===== src/rtl/instr_fetch_unit_if.sv =====
// Fetch-side bus bundle: instruction memory port, redirect input and the
// decode valid/ready handshake. The fetch unit is the master.
interface instr_fetch_unit_if;
    logic        FetchEn;
    logic [31:0] IAddr;
    logic [31:0] IData;
    logic        Redirect;
    logic [31:0] RedirectPC;
    logic        InstrValid;
    logic        InstrReady;
    logic [31:0] Instr;
    logic [31:0] InstrPC;
    logic [31:0] FetchCount;

    modport master (
        input  FetchEn, IData, Redirect, RedirectPC, InstrReady,
        output IAddr, InstrValid, Instr, InstrPC, FetchCount
    );

    modport slave (
        output FetchEn, IData, Redirect, RedirectPC, InstrReady,
        input  IAddr, InstrValid, Instr, InstrPC, FetchCount
    );
endinterface


===== src/rtl/instr_fetch_unit.sv =====
// MIPS fetch front end: PC register driving an async-read instruction memory,
// followed by a small instruction/PC FIFO drained by decode.
module instr_fetch_unit #(
    parameter logic [31:0] RESET_PC = 32'h00000000,
    parameter int          DEPTH    = 4
) (
    input  logic                Clk,
    input  logic                Rst_n,
    instr_fetch_unit_if.master  bus
);
    localparam int AW = $clog2(DEPTH);

    typedef enum logic {IDLE, RUN} state_t;

    state_t      state;
    logic [31:0] pc;
    logic [31:0] fetch_count;
    logic [AW-1:0] wr_ptr;
    logic [AW-1:0] rd_ptr;
    logic [AW:0]   count;
    logic [31:0] instr_q [DEPTH];
    logic [31:0] pc_q    [DEPTH];

    logic valid;
    logic full;
    logic pop;
    logic fetch;

    assign valid = (count != '0);
    assign full  = (count == (AW+1)'(DEPTH));
    assign pop   = valid & bus.InstrReady;
    // A full buffer can still accept a push when the head leaves on the same edge.
    assign fetch = (state == RUN) & bus.FetchEn & ~bus.Redirect & (~full | pop);

    always_ff @(posedge Clk or negedge Rst_n) begin
        if (!Rst_n) begin
            state       <= IDLE;
            pc          <= RESET_PC;
            wr_ptr      <= '0;
            rd_ptr      <= '0;
            count       <= '0;
            fetch_count <= '0;
        end else begin
            state <= bus.FetchEn ? RUN : IDLE;
            if (bus.Redirect) begin
                // Flush by collapsing the read pointer onto the write pointer.
                pc     <= {bus.RedirectPC[31:2], 2'b00};
                rd_ptr <= wr_ptr;
                count  <= '0;
            end else begin
                if (fetch) begin
                    pc          <= pc + 32'd4;
                    wr_ptr      <= wr_ptr + 1'b1;
                    fetch_count <= fetch_count + 32'd1;
                end
                if (pop) begin
                    rd_ptr <= rd_ptr + 1'b1;
                end
                if (fetch && !pop) begin
                    count <= count + 1'b1;
                end else if (pop && !fetch) begin
                    count <= count - 1'b1;
                end
            end
        end
    end

    // Storage carries no reset; emptiness is tracked by count alone.
    always_ff @(posedge Clk) begin
        if (fetch) begin
            instr_q[wr_ptr] <= bus.IData;
            pc_q[wr_ptr]    <= pc;
        end
    end

    assign bus.IAddr      = pc;
    assign bus.InstrValid = valid;
    assign bus.Instr      = valid ? instr_q[rd_ptr] : 32'd0;
    assign bus.InstrPC    = valid ? pc_q[rd_ptr]    : 32'd0;
    assign bus.FetchCount = fetch_count;
endmodule


===== src/flat_wrapper.sv =====
// flat-port wrapper written by rule: the top's interface ports become plain ports
module instr_fetch_unit_flat 
#(
    parameter logic [31:0] RESET_PC = 32'h00000000,
    parameter int          DEPTH    = 4
)
  (Clk, Rst_n, bus_FetchEn, bus_IData, bus_Redirect, bus_RedirectPC, bus_InstrReady, bus_IAddr, bus_InstrValid, bus_Instr, bus_InstrPC, bus_FetchCount);
  instr_fetch_unit_if bus_i ();
  input  logic Clk;
  input  logic Rst_n;
  input wire logic [$bits(bus_i.FetchEn)-1:0] bus_FetchEn;
  input wire logic [$bits(bus_i.IData)-1:0] bus_IData;
  input wire logic [$bits(bus_i.Redirect)-1:0] bus_Redirect;
  input wire logic [$bits(bus_i.RedirectPC)-1:0] bus_RedirectPC;
  input wire logic [$bits(bus_i.InstrReady)-1:0] bus_InstrReady;
  output wire logic [$bits(bus_i.IAddr)-1:0] bus_IAddr;
  output wire logic [$bits(bus_i.InstrValid)-1:0] bus_InstrValid;
  output wire logic [$bits(bus_i.Instr)-1:0] bus_Instr;
  output wire logic [$bits(bus_i.InstrPC)-1:0] bus_InstrPC;
  output wire logic [$bits(bus_i.FetchCount)-1:0] bus_FetchCount;
  assign bus_i.FetchEn = bus_FetchEn;
  assign bus_i.IData = bus_IData;
  assign bus_i.Redirect = bus_Redirect;
  assign bus_i.RedirectPC = bus_RedirectPC;
  assign bus_i.InstrReady = bus_InstrReady;
  assign bus_IAddr = bus_i.IAddr;
  assign bus_InstrValid = bus_i.InstrValid;
  assign bus_Instr = bus_i.Instr;
  assign bus_InstrPC = bus_i.InstrPC;
  assign bus_FetchCount = bus_i.FetchCount;
  instr_fetch_unit #(.RESET_PC(RESET_PC), .DEPTH(DEPTH)) u_core (.Clk(Clk), .Rst_n(Rst_n), .bus(bus_i));
endmodule

===== config.mk =====
export PLATFORM = sky130hd
export DESIGN_NAME = instr_fetch_unit_flat
export DESIGN_NICKNAME = d
export VERILOG_FILES = /design/src/rtl/instr_fetch_unit_if.sv /design/src/rtl/instr_fetch_unit.sv /design/src/flat_wrapper.sv
export SDC_FILE = /design/constraint.sdc
export NUM_CORES = 1
export LEC_CHECK = 0
export CORE_ASPECT_RATIO = 1.25
export CORE_UTILIZATION = 45
export DETAILED_ROUTE_END_ITERATION = 8
export PLACE_DENSITY = 0.68
export SLEW_MARGIN = 20
export SYNTH_ARGS = -nofsm -noshare
export SYNTH_HDL_FRONTEND = slang
export SYNTH_SLANG_ARGS = --single-unit

===== constraint.sdc =====
create_clock -name Clk -period 3.8 [get_ports Clk]
set_input_delay 0.76 -clock Clk [delete_from_list [all_inputs] [get_ports Clk]]
set_output_delay 0.76 -clock Clk [all_outputs]
set_load 0.05 [all_outputs]

Yosys cells after proc, flatten, opt, wreduce, memory -nomap -nowiden
Memory sizes are Yosys's and may differ from the RTL's.
Index checks and enable logic that the tools add are counted.

storage, ports and cells
  register bits after elaboration = 72
  bits in writable memories = 256
  bits of input ports = 69
  output and inout port bits = 129
  memories kept = 2

memories
  name            depth  width  rd ports  clocked after memory_dff  wr ports  RTL line                text
  u_core.instr_q  4      32     1         0                         1         instr_fetch_unit.sv:21  logic [31:0] instr_q [DEPTH];
  u_core.pc_q     4      32     1         0                         1         instr_fetch_unit.sv:22  logic [31:0] pc_q [DEPTH];

operators by class
  $add $sub $neg = 6
  eq/ne operators = 1
  mux-type cells = 12
  bitwise logic cells = 7
  reduce and logical (&&, ||, !) cells = 9

operator list
  operator                                                             number
  32-bit two-way mux                                                   4
  32-bit by 1-bit adder with 32-bit output (second input constant)     1
  32-bit by 3-bit adder with 32-bit output (second input constant)     1
  3-bit two-way mux                                                    3
  3-bit nonzero test                                                   2
  2-bit by 1-bit adder with 2-bit output (second input constant)       2
  1-bit bitwise AND                                                    4
  2-bit two-way mux                                                    2
  2-bit nonzero test                                                   2
  3-bit by 1-bit adder with 3-bit output (second input constant)       1
  3-bit == test (second input constant)                                1
  1-bit two-way mux                                                    3
  3-bit by 1-bit subtractor with 3-bit output (second input constant)  1
  1-bit logical AND                                                    2
  1-bit zero test                                                      2
  1-bit NOT                                                            2
  2-bit AND reduction                                                  1
  1-bit bitwise OR                                                     1

Logic depth before layout (Yosys ltp)
Gate-level depths: netlist of run 1.

  depth in word-level cells = 9
  mapped depth = 10

Worst setup path after synthesis of run 1
Ideal clock, no wire load.

  path type = in2reg
  start = in bus_Redirect
  end = mem u_core.instr_q[0][0] (enable)
  data arrival time = 2.608 ns
  setup slack = 0.765 ns
  stages on the path = 3
  path through = and3b_1 buf_2 and3_1

on the way
  longest elaborated chain between the ends = 5

RTL lines
  what                                     RTL line                text
  start: declaration                       flat_wrapper.sv:13      input wire logic [$bits(bus_i.Redirect)-1:0] bus_Redirect;
  1-bit NOT (no source line)               -
  1-bit bitwise AND (2 in series)          instr_fetch_unit.sv:33  assign fetch = (state == RUN) & bus.FetchEn & ~bus.Redirect & (~full | pop);
  1-bit two-way mux                        instr_fetch_unit.sv:70  if (fetch) begin
  1-bit two-way mux (not written as such)  instr_fetch_unit.sv:71  instr_q[wr_ptr] <= bus.IData;
  end: declaration                         instr_fetch_unit.sv:21

No other way between the ends.

Worst setup path in the final report of run 1
  start = reg u_core.rd_ptr[0]
  end = out bus_InstrPC[6]

on the way
  longest elaborated chain between the ends = 2

RTL lines
  what                      RTL line                text
  start: declaration        instr_fetch_unit.sv:19  logic [AW-1:0] rd_ptr;
  start signal: assignment  instr_fetch_unit.sv:48  rd_ptr <= wr_ptr;
  start signal: assignment  instr_fetch_unit.sv:57  rd_ptr <= rd_ptr + 1'b1;
  memory 4 x 32 bit         -
  32-bit two-way mux        instr_fetch_unit.sv:79  assign bus.InstrPC = valid ? pc_q[rd_ptr] : 32'd0;
  end: declaration          flat_wrapper.sv:19      output wire logic [$bits(bus_i.InstrPC)-1:0] bus_InstrPC;

No other way between the ends.

==> qor.txt, run 1 <==
FLOORPLAN
-----------------------------------------------------------------------------------------
Number of top-level design ports                                                      198
Die Wd                                                                             155 um
Site Rows                                                                              69
Core outline area                                                               28600 um2
Initial Utilization                                                                 0.461
Die area                                                                        30000 um2
Vertical extent of the die                                                         193 um

STA
-----------------------------------------------------------------------------------------
Final setup margin                                                                 152 ps
Endpoints failing hold                                                                  0
Period Utilization, post-route                                                      0.960
Worst clock skew                                                                  9.93 ps
Number of max-slew violations in the final report                                       0
Worst hold slack across all endpoints                                              338 ps
Setup TNS                                                                            0 ps
Max-slew headroom                                                                   0.412
Time the worst path needs with I/O delays and setup                               3650 ps
Worst Tran Pin Value                                                               882 ps
Count of endpoints failing setup in the final report                                    0
Highest attainable clock frequency                                                274 MHz
Setup repair after global routing missed its margin                                    no

PWR
-----------------------------------------------------------------------------------------
Pwr Density                                                                    678 nW/um2
Maximum VDD drop                                                                   399 uV
Reported leakage power                                                            5.70 nW

SETUP PATH
-----------------------------------------------------------------------------------------
Data arrival time of the critical path                                            2890 ps
Capturing element type of the critical path                                  primary output
RR Startpoint                                                                u_core.count[1]
CP Class                                                                       reg -> out
Reg-to-reg critical path endpoint                                            u_core.count[2]
Worst Reg-to-Reg Cells                                                                  7
Required arrival time at the worst endpoint                                       3040 ps
Critical path launch point type                                                 flip-flop
Maximum net fanout on the critical path                                                24
Reg-to-reg setup timing slack                                                     1020 ps

CLOCKING
-----------------------------------------------------------------------------------------
Clk root buf                                                                 sky130_fd_sc_hd__clkbuf_16
CTS tree                                                                             done
Clk Latency, worst-skew pair                                                       550 ps
Post-CTS resize count                                                                   0
Setup Fix Bufs, Post-CTS                                                                0
Clock-pin slew of the registers on the worst-case setup and hold paths              60 ps
Maximum root-to-sink buffer count                                                       3
Number of sinks driven by the clock tree                                              318
Count of H-tree levels built during CTS                                                 1
Number of hold buffers added after cts                                                  0
Number of buffers inserted during clock tree synthesis                                 31

FLOW RUN
-----------------------------------------------------------------------------------------
Max-Cap Viols                                                                           0

PLACED DESIGN
-----------------------------------------------------------------------------------------
Setup WS pre-CTS                                                                   557 ps
Placed wire-length estimate                                                      18200 um
Routability congestion estimate                                                     0.796
Port Buffers                                                                          191

SYNTH
-----------------------------------------------------------------------------------------
Library cell with the largest summed area after synthesis                    sky130_fd_sc_hd__edfxtp_1
Avg Synthesized Cell Area                                                        16.8 um2
Proportion of register bits with asynchronous set or reset after synthesis          0.220
Yosys reg bits                                                                        318
Main synth FF type                                                           sky130_fd_sc_hd__edfxtp_1
Unique cell type count in the Yosys netlist                                            55
Top area cells in the synthesized netlist                                    sky130_fd_sc_hd__edfxtp_1 56%, sky130_fd_sc_hd__dfrtp_1 13%, sky130_fd_sc_hd__mux4_2 11%
Count of flip-flops with a built-in enable after synthesis                            248
Portion of synthesized cell area occupied by the leading cell type                  0.565
Number of standard cells after synthesis                                              785
Sequential-to-total area share from yosys stat                                      0.698
Warning count from the yosys run                                                        0
Most common cell in the netlist                                              sky130_fd_sc_hd__edfxtp_1
Top cell types by occurrence after synthesis                                 248 x sky130_fd_sc_hd__edfxtp_1, 70 x sky130_fd_sc_hd__dfrtp_1, 65 x sky130_fd_sc_hd__and2_1
Netlist Area Pre-Place                                                          13200 um2

GLOBAL ROUTE
-----------------------------------------------------------------------------------------
Congestion Overflow GR                                                                  0
Pin count of the biggest net entering global routing                                   67
GRT Resource Usage Total                                                            0.198
First-pass GRT wire length                                                       45700 um
Vias in the first global route                                                       7794
Initial antenna violation count                                                         3

MIN PATH
-----------------------------------------------------------------------------------------
Hold WC Path Type                                                             in -> async

DETAILED ROUTING
-----------------------------------------------------------------------------------------
Post-route antenna net violation count                                                  0
Total detailed-routing wirelength                                                29200 um
Iteration count of the initial detailed-routing pass                                    5
Via count                                                                            7615
Number of violations reported at the end of detailed-routing iteration 0              499
Uppermost layer routed                                                               met4
Residual DRC                                                                            0
DRT met1 WL                                                                      12200 um
Avg Vias per Cell                                                                    5.41
Met3 Wirelength                                                                   1750 um
Average wire length per cell after detail routing                                 20.7 um
Met2 WL post-DR                                                                  14700 um

FINAL LAYOUT
-----------------------------------------------------------------------------------------
Final-stage net count                                                                1069
Share of cells above drive strength 1                                               0.154
Combined area of the multi-input logic cells                                     3780 um2
Storage element area                                                             9210 um2
Count of fill cells added during filler insertion                                    2209
Layout overhead on the synthesized area                                             26.2%
Post-route core utilization                                                         0.582

OUTCOME
-----------------------------------------------------------------------------------------
Status                                                                          completed

-- how the worst max path moves through the flow --
stage / endpoint / startpoint / cells after the start
after global placement: u_core.count[2] / bus_InstrReady / 8
after detailed placement: u_core.count[2] / bus_InstrReady / 8
after floorplan: u_core.instr_q[0][0] / bus_Redirect / 3
final: bus_InstrPC[6] / u_core.rd_ptr[0] / 4
after global routing: bus_InstrPC[3] / u_core.count[1] / 4
after CTS: bus_InstrPC[19] / u_core.rd_ptr[0] / 4
-- critical path, stage by stage (launching register included) --
cell,delay (ps)
sky130_fd_sc_hd__dfrtp_4,630
sky130_fd_sc_hd__buf_12,280
sky130_fd_sc_hd__mux4_2,530
sky130_fd_sc_hd__and2_1,190
sky130_fd_sc_hd__clkdlybuf4s50_1,700
-- stage by stage --
| step | total power, W | instance area [um2] | std cells |
|---|---|---|---|
| 6_report | 0.0113 | 16600 | 1408 |
| 5_1_grt | 0.0117 | 16600 | 1407 |
| 4_1_cts | 0.0114 | 16600 | 1407 |
| 3_5_place_dp | 0.00852 | 15700 | 1350 |
| 3_3_place_gp | 0.00849 | 15700 | 1350 |
| 2_1_floorplan | 0.00712 | 13200 | 788 |
-- flip-flops by register name (all words and copies together) (netlist names) --
name                   count
u_core.instr_q           128
u_core.pc_q              120
u_core.bus.FetchCount     32
u_core.bus.IAddr          30
u_core.count               3
u_core.rd_ptr              2
u_core.wr_ptr              2
u_core.state               1
-- where the power goes --
part	switching, W	internal, W	total, W
Combinational	0.00242	0.00164	0.00406
Sequential	0.000302	0.00402	0.00432
Clock	0.00126	0.00163	0.00289
Total	0.00398	0.00729	0.0113
-- cell families after synthesis --
family                     share of synthesized area
adders and majority gates                    0.00721
xor gates and xnor gates                      0.0226
buffers and inverters                         0.0183
DFF                                            0.698
and+or+nand+nor                                0.107
muxes                                          0.108
AOI/OAI and AO/OA                             0.0383
other                                       0.000284
-- per-layer routing --
layer | track usage | vias to the layer above
li1 | - | 3498
met1 | 0.261 | 3867
met2 | 0.336 | 214
met3 | 0.0383 | 36
met4 | 0.0528 | 0
met5 | 0 | -
-- cells in the final DEF (no fill, tap or decap), types with 4 or more instances in the layout --
cell type / instances
sky130_fd_sc_hd__o211ai_1: 8
sky130_fd_sc_hd__ha_1: 6
sky130_fd_sc_hd__dfrtp_1: 68
sky130_fd_sc_hd__mux4_2: 62
sky130_fd_sc_hd__xor2_1: 5
sky130_fd_sc_hd__and2_1: 65
sky130_fd_sc_hd__a22oi_1: 6
sky130_fd_sc_hd__and3_4: 4
sky130_fd_sc_hd__or3_1: 4
sky130_fd_sc_hd__a21oi_1: 8
sky130_fd_sc_hd__conb_1: 4
sky130_fd_sc_hd__and3_1: 8
sky130_fd_sc_hd__clkbuf_16: 31
sky130_fd_sc_hd__nor4_1: 4
sky130_fd_sc_hd__clkdlybuf4s50_1: 190
sky130_fd_sc_hd__xnor2_1: 29
sky130_fd_sc_hd__nand3_1: 34
sky130_fd_sc_hd__nor3_1: 5
sky130_fd_sc_hd__o21ai_0: 15
sky130_fd_sc_hd__buf_4: 14
sky130_fd_sc_hd__clkinv_2: 11
sky130_fd_sc_hd__o311ai_0: 17
sky130_fd_sc_hd__nor2_1: 15
sky130_fd_sc_hd__nand2_1: 52
sky130_fd_sc_hd__inv_1: 13
sky130_fd_sc_hd__buf_12: 7
sky130_fd_sc_hd__clkbuf_1: 6
sky130_fd_sc_hd__edfxtp_1: 248
sky130_fd_sc_hd__or4_1: 6
sky130_fd_sc_hd__nand4_1: 17
-- final cells by class --
| class | count | share of cell area |
|---|---|---|
| Sequential cell | 318 | 0.554 |
| Clock buffer | 37 | 0.0480 |
| Inverter | 13 | 0.00293 |
| Multi-Input combinational cell | 417 | 0.227 |
| Antenna cell | 1 | 0.000150 |
| Tap cell | 390 | 0.0293 |
| Clock inverter | 20 | 0.00948 |
| Timing Repair Buffer | 212 | 0.129 |
Note: power is estimated with default switching activity, not from simulation.
==> run 2: changes to the inputs <==
CORE_UTILIZATION = 54   (was 45)
PLACE_DENSITY = 0.8   (was 0.68)
==> run 2 against run 1 <==
- flip-flop and latch count is the same
- cell count shrank 4.8%
- core utilization grew 11 points
- critical path type unchanged
- largest power group unchanged
==> qor.txt, run 2 (synthesized netlist as in run 1, its figures left out) <==
PWR
---------------------------------------------------------------------------------------
Power share of the sequential group                                               0.386   was 0.383
Proportion of total power due to net switching                                    0.351   was 0.353
Pwr Density                                                                  679 nW/um2   was 678 nW/um2
Reported leakage power                                                          5.68 nW   was 5.70 nW
Internal                                                                      0.00729 W   about the same
Combinational fraction of design power                                            0.364   was 0.360
Portion of total power attributed to the clock network                            0.250   was 0.256
Net switching power                                                           0.00395 W   was 0.00398 W
Maximum VDD drop                                                                 351 uV   was 399 uV

STA
---------------------------------------------------------------------------------------
Setup TNS                                                                          0 ps   unchanged
Number of max-slew violations in the final report                                     0   unchanged
Worst Tran Pin Value                                                             908 ps   was 882 ps
Time the worst path needs with I/O delays and setup                             3660 ps   was 3650 ps
Endpoints failing hold                                                                0   unchanged
Setup repair after global routing missed its margin                                  no   unchanged
Count of endpoints failing setup in the final report                                  0   unchanged
Highest attainable clock frequency                                              274 MHz   about the same
Max-slew headroom                                                                 0.395   was 0.412
Worst clock skew                                                                9.34 ps   was 9.93 ps
Period Utilization, post-route                                                    0.962   was 0.960

CLOCKING
---------------------------------------------------------------------------------------
CTS tree                                                                           done   unchanged
Clock-pin slew of the registers on the worst-case setup and hold paths            60 ps   about the same
Count of H-tree levels built during CTS                                               1   unchanged
Clk Latency, worst-skew pair                                                     540 ps   was 550 ps
Number of buffers inserted during clock tree synthesis                               29   was 31
Maximum root-to-sink buffer count                                                     3   unchanged
Number of sinks driven by the clock tree                                            318   unchanged
Clk root buf                                                               sky130_fd_sc_hd__clkbuf_16   unchanged

FINAL LAYOUT
---------------------------------------------------------------------------------------
Post-route core utilization                                                       0.695   was 0.582
Commonest non-fill, non-tap cells in the layout                            248 x sky130_fd_sc_hd__edfxtp_1, 190 x sky130_fd_sc_hd__clkdlybuf4s50_1, 68 x sky130_fd_sc_hd__dfrtp_1, 65 x sky130_fd_sc_hd__and2_1, 62 x sky130_fd_sc_hd__mux4_2   unchanged
Share of cells above drive strength 1                                             0.152   was 0.154
Final-stage net count                                                              1069   unchanged
Flip-flop count of the largest register, all copies and words added                 128   unchanged
Layout overhead on the synthesized area                                           25.4%   was 26.2%
Register ranked first by flip-flop count                                   u_core.instr_q   unchanged
Most frequent standard cell in the layout excluding fill and tap cells     sky130_fd_sc_hd__edfxtp_1   unchanged

SETUP PATH
---------------------------------------------------------------------------------------
Number of buffer and inverter instances along the worst setup path                    2   unchanged
Capturing element type of the critical path                                primary output   unchanged
Start point of the critical path                                           u_core.rd_ptr[1]   was u_core.rd_ptr[0]
Required arrival time at the worst endpoint                                     3040 ps   about the same
Cell type group with the largest total delay on the critical path          buffers and inverters   unchanged
Data arrival time of the critical path                                          2900 ps   was 2890 ps
Maximum net fanout on the critical path                                              35   was 24
List of cells traversed by the critical path                               buf_4, mux4_2, and2_1, clkdlybuf4s50_1   was buf_12, mux4_2, and2_1, clkdlybuf4s50_1
RR Startpoint                                                              u_core.count[0]   was u_core.count[1]
CP Class                                                                     reg -> out   unchanged
Largest stage delay on the critical path                                         800 ps   was 700 ps
Critical path launch point type                                               flip-flop   unchanged
Critical path's slowest cell                                               sky130_fd_sc_hd__dfrtp_4   was sky130_fd_sc_hd__clkdlybuf4s50_1

DETAILED ROUTING
---------------------------------------------------------------------------------------
Post-route antenna net violation count                                                0   unchanged
Average wire length per cell after detail routing                               21.3 um   was 20.7 um
Total detailed-routing wirelength                                              28500 um   was 29200 um
Residual DRC                                                                          0   unchanged
Avg Vias per Cell                                                                  5.78   was 5.41
Iteration count of the initial detailed-routing pass                                  4   was 5
Via count                                                                          7745   was 7615
Number of violations reported at the end of detailed-routing iteration 0            500   was 499

FLOW RUN
---------------------------------------------------------------------------------------
Max-Cap Viols                                                                         0   unchanged

PLACED DESIGN
---------------------------------------------------------------------------------------
Placed wire-length estimate                                                    18000 um   was 18200 um
Port Buffers                                                                        191   unchanged
Routability congestion estimate                                                   0.774   was 0.796

MIN PATH
---------------------------------------------------------------------------------------
Hold WC Path Type                                                           in -> async   unchanged

OUTCOME
---------------------------------------------------------------------------------------
Status                                                                        completed   unchanged

GLOBAL ROUTE
---------------------------------------------------------------------------------------
First-pass GRT wire length                                                     44100 um   was 45700 um
GRT Resource Usage Total                                                          0.233   was 0.198
Initial antenna violation count                                                       2   was 3
Congestion Overflow GR                                                                0   unchanged
Pin count of the biggest net entering global routing                                 71   was 67
Vias in the first global route                                                     7753   was 7794

FLOORPLAN
---------------------------------------------------------------------------------------
Core outline area                                                             23800 um2   was 28600 um2
Die Wd                                                                           142 um   was 155 um
Site Rows                                                                            63   was 69
Initial Utilization                                                               0.554   was 0.461
Number of top-level design ports                                                    198   unchanged
Vertical extent of the die                                                       177 um   was 193 um
Die area                                                                      25000 um2   was 30000 um2

## run 2: timing repair
action                     4_1_cts  5_1_grt
setup endpoints to repair        3       22
hold buffers                     0        0
buffers inserted                 1        0
gates resized for setup          0        1
## run 2: final timing paths
| path | cells past startpoint | to | slack (ps) |
|---|---|---|---|
| worst max-delay path | 4 | bus_InstrPC[6] | 140 |
| worst min-delay path | 2 | u_core.bus.FetchCount[19] | 440 |
| worst max register to register | 7 | u_core.count[2] | 1160 |
| worst min register to register | 1 | u_core.bus.FetchCount[31] | 490 |
| max in group asynchronous | 2 | u_core.rd_ptr[1] | 2670 |
| min in group Clk | 1 | u_core.bus.FetchCount[31] | 490 |
## run 2: per-stage QoR
stage | instances | hold WS, ps | area (um2) | total power (W) | setup slack, ps
after global routing | 1341 | 513 | 16500 | 0.0117 | 66.7
after CTS | 1340 | 460 | 16500 | 0.0113 | 38.6
after detailed placement | 1286 | 477 | 15600 | 0.00851 | 534
final | 1341 | 444 | 16500 | 0.0112 | 144
after floorplan | 788 | 464 | 13200 | 0.00712 | 765
after global placement | 1286 | 463 | 15600 | 0.00845 | 563
## run 2: worst reg2reg max path, delay by kind of cell, from the launching register on
kind                     cells  cell delay (ps)
flip-flops                   1              460
AND/OR/NAND/NOR              3             1110
AO/OA/AOI/OAI                3              500
adder cells (fa/ha/maj)      1              430
## run 2: per-layer routing
layer / global-route usage / share of wire / vias to the layer above
met4: 0.0533 / 0.017 / 2
met5: 0 / 0.00042 / -
met2: 0.399 / 0.51 / 262
li1: - / - / 3496
met3: 0.0468 / 0.068 / 40
met1: 0.308 / 0.40 / 3945
## run 2: cell type report
type / instances / area (um2)
timing repair buffer: 214 / 2170
antenna: 1 / 2.50
inverter: 13 / 48.8
tap: 325 / 407
multi-input combinational: 417 / 3780
sequential: 318 / 9210
clock inverter: 24 / 191
clock buffer: 29 / 726
fill: 1613 / 7270
## run 2: power groups by stage
stage | clock network (W) | logic, W | registers, W
2_1_floorplan | 0 | 0.00271 | 0.00441
3_3_place_gp | 0 | 0.00403 | 0.00443
3_5_place_dp | 0 | 0.00406 | 0.00445
4_1_cts | 0.00285 | 0.00413 | 0.00435
5_1_grt | 0.00299 | 0.00431 | 0.00437
6_report | 0.00280 | 0.00409 | 0.00434
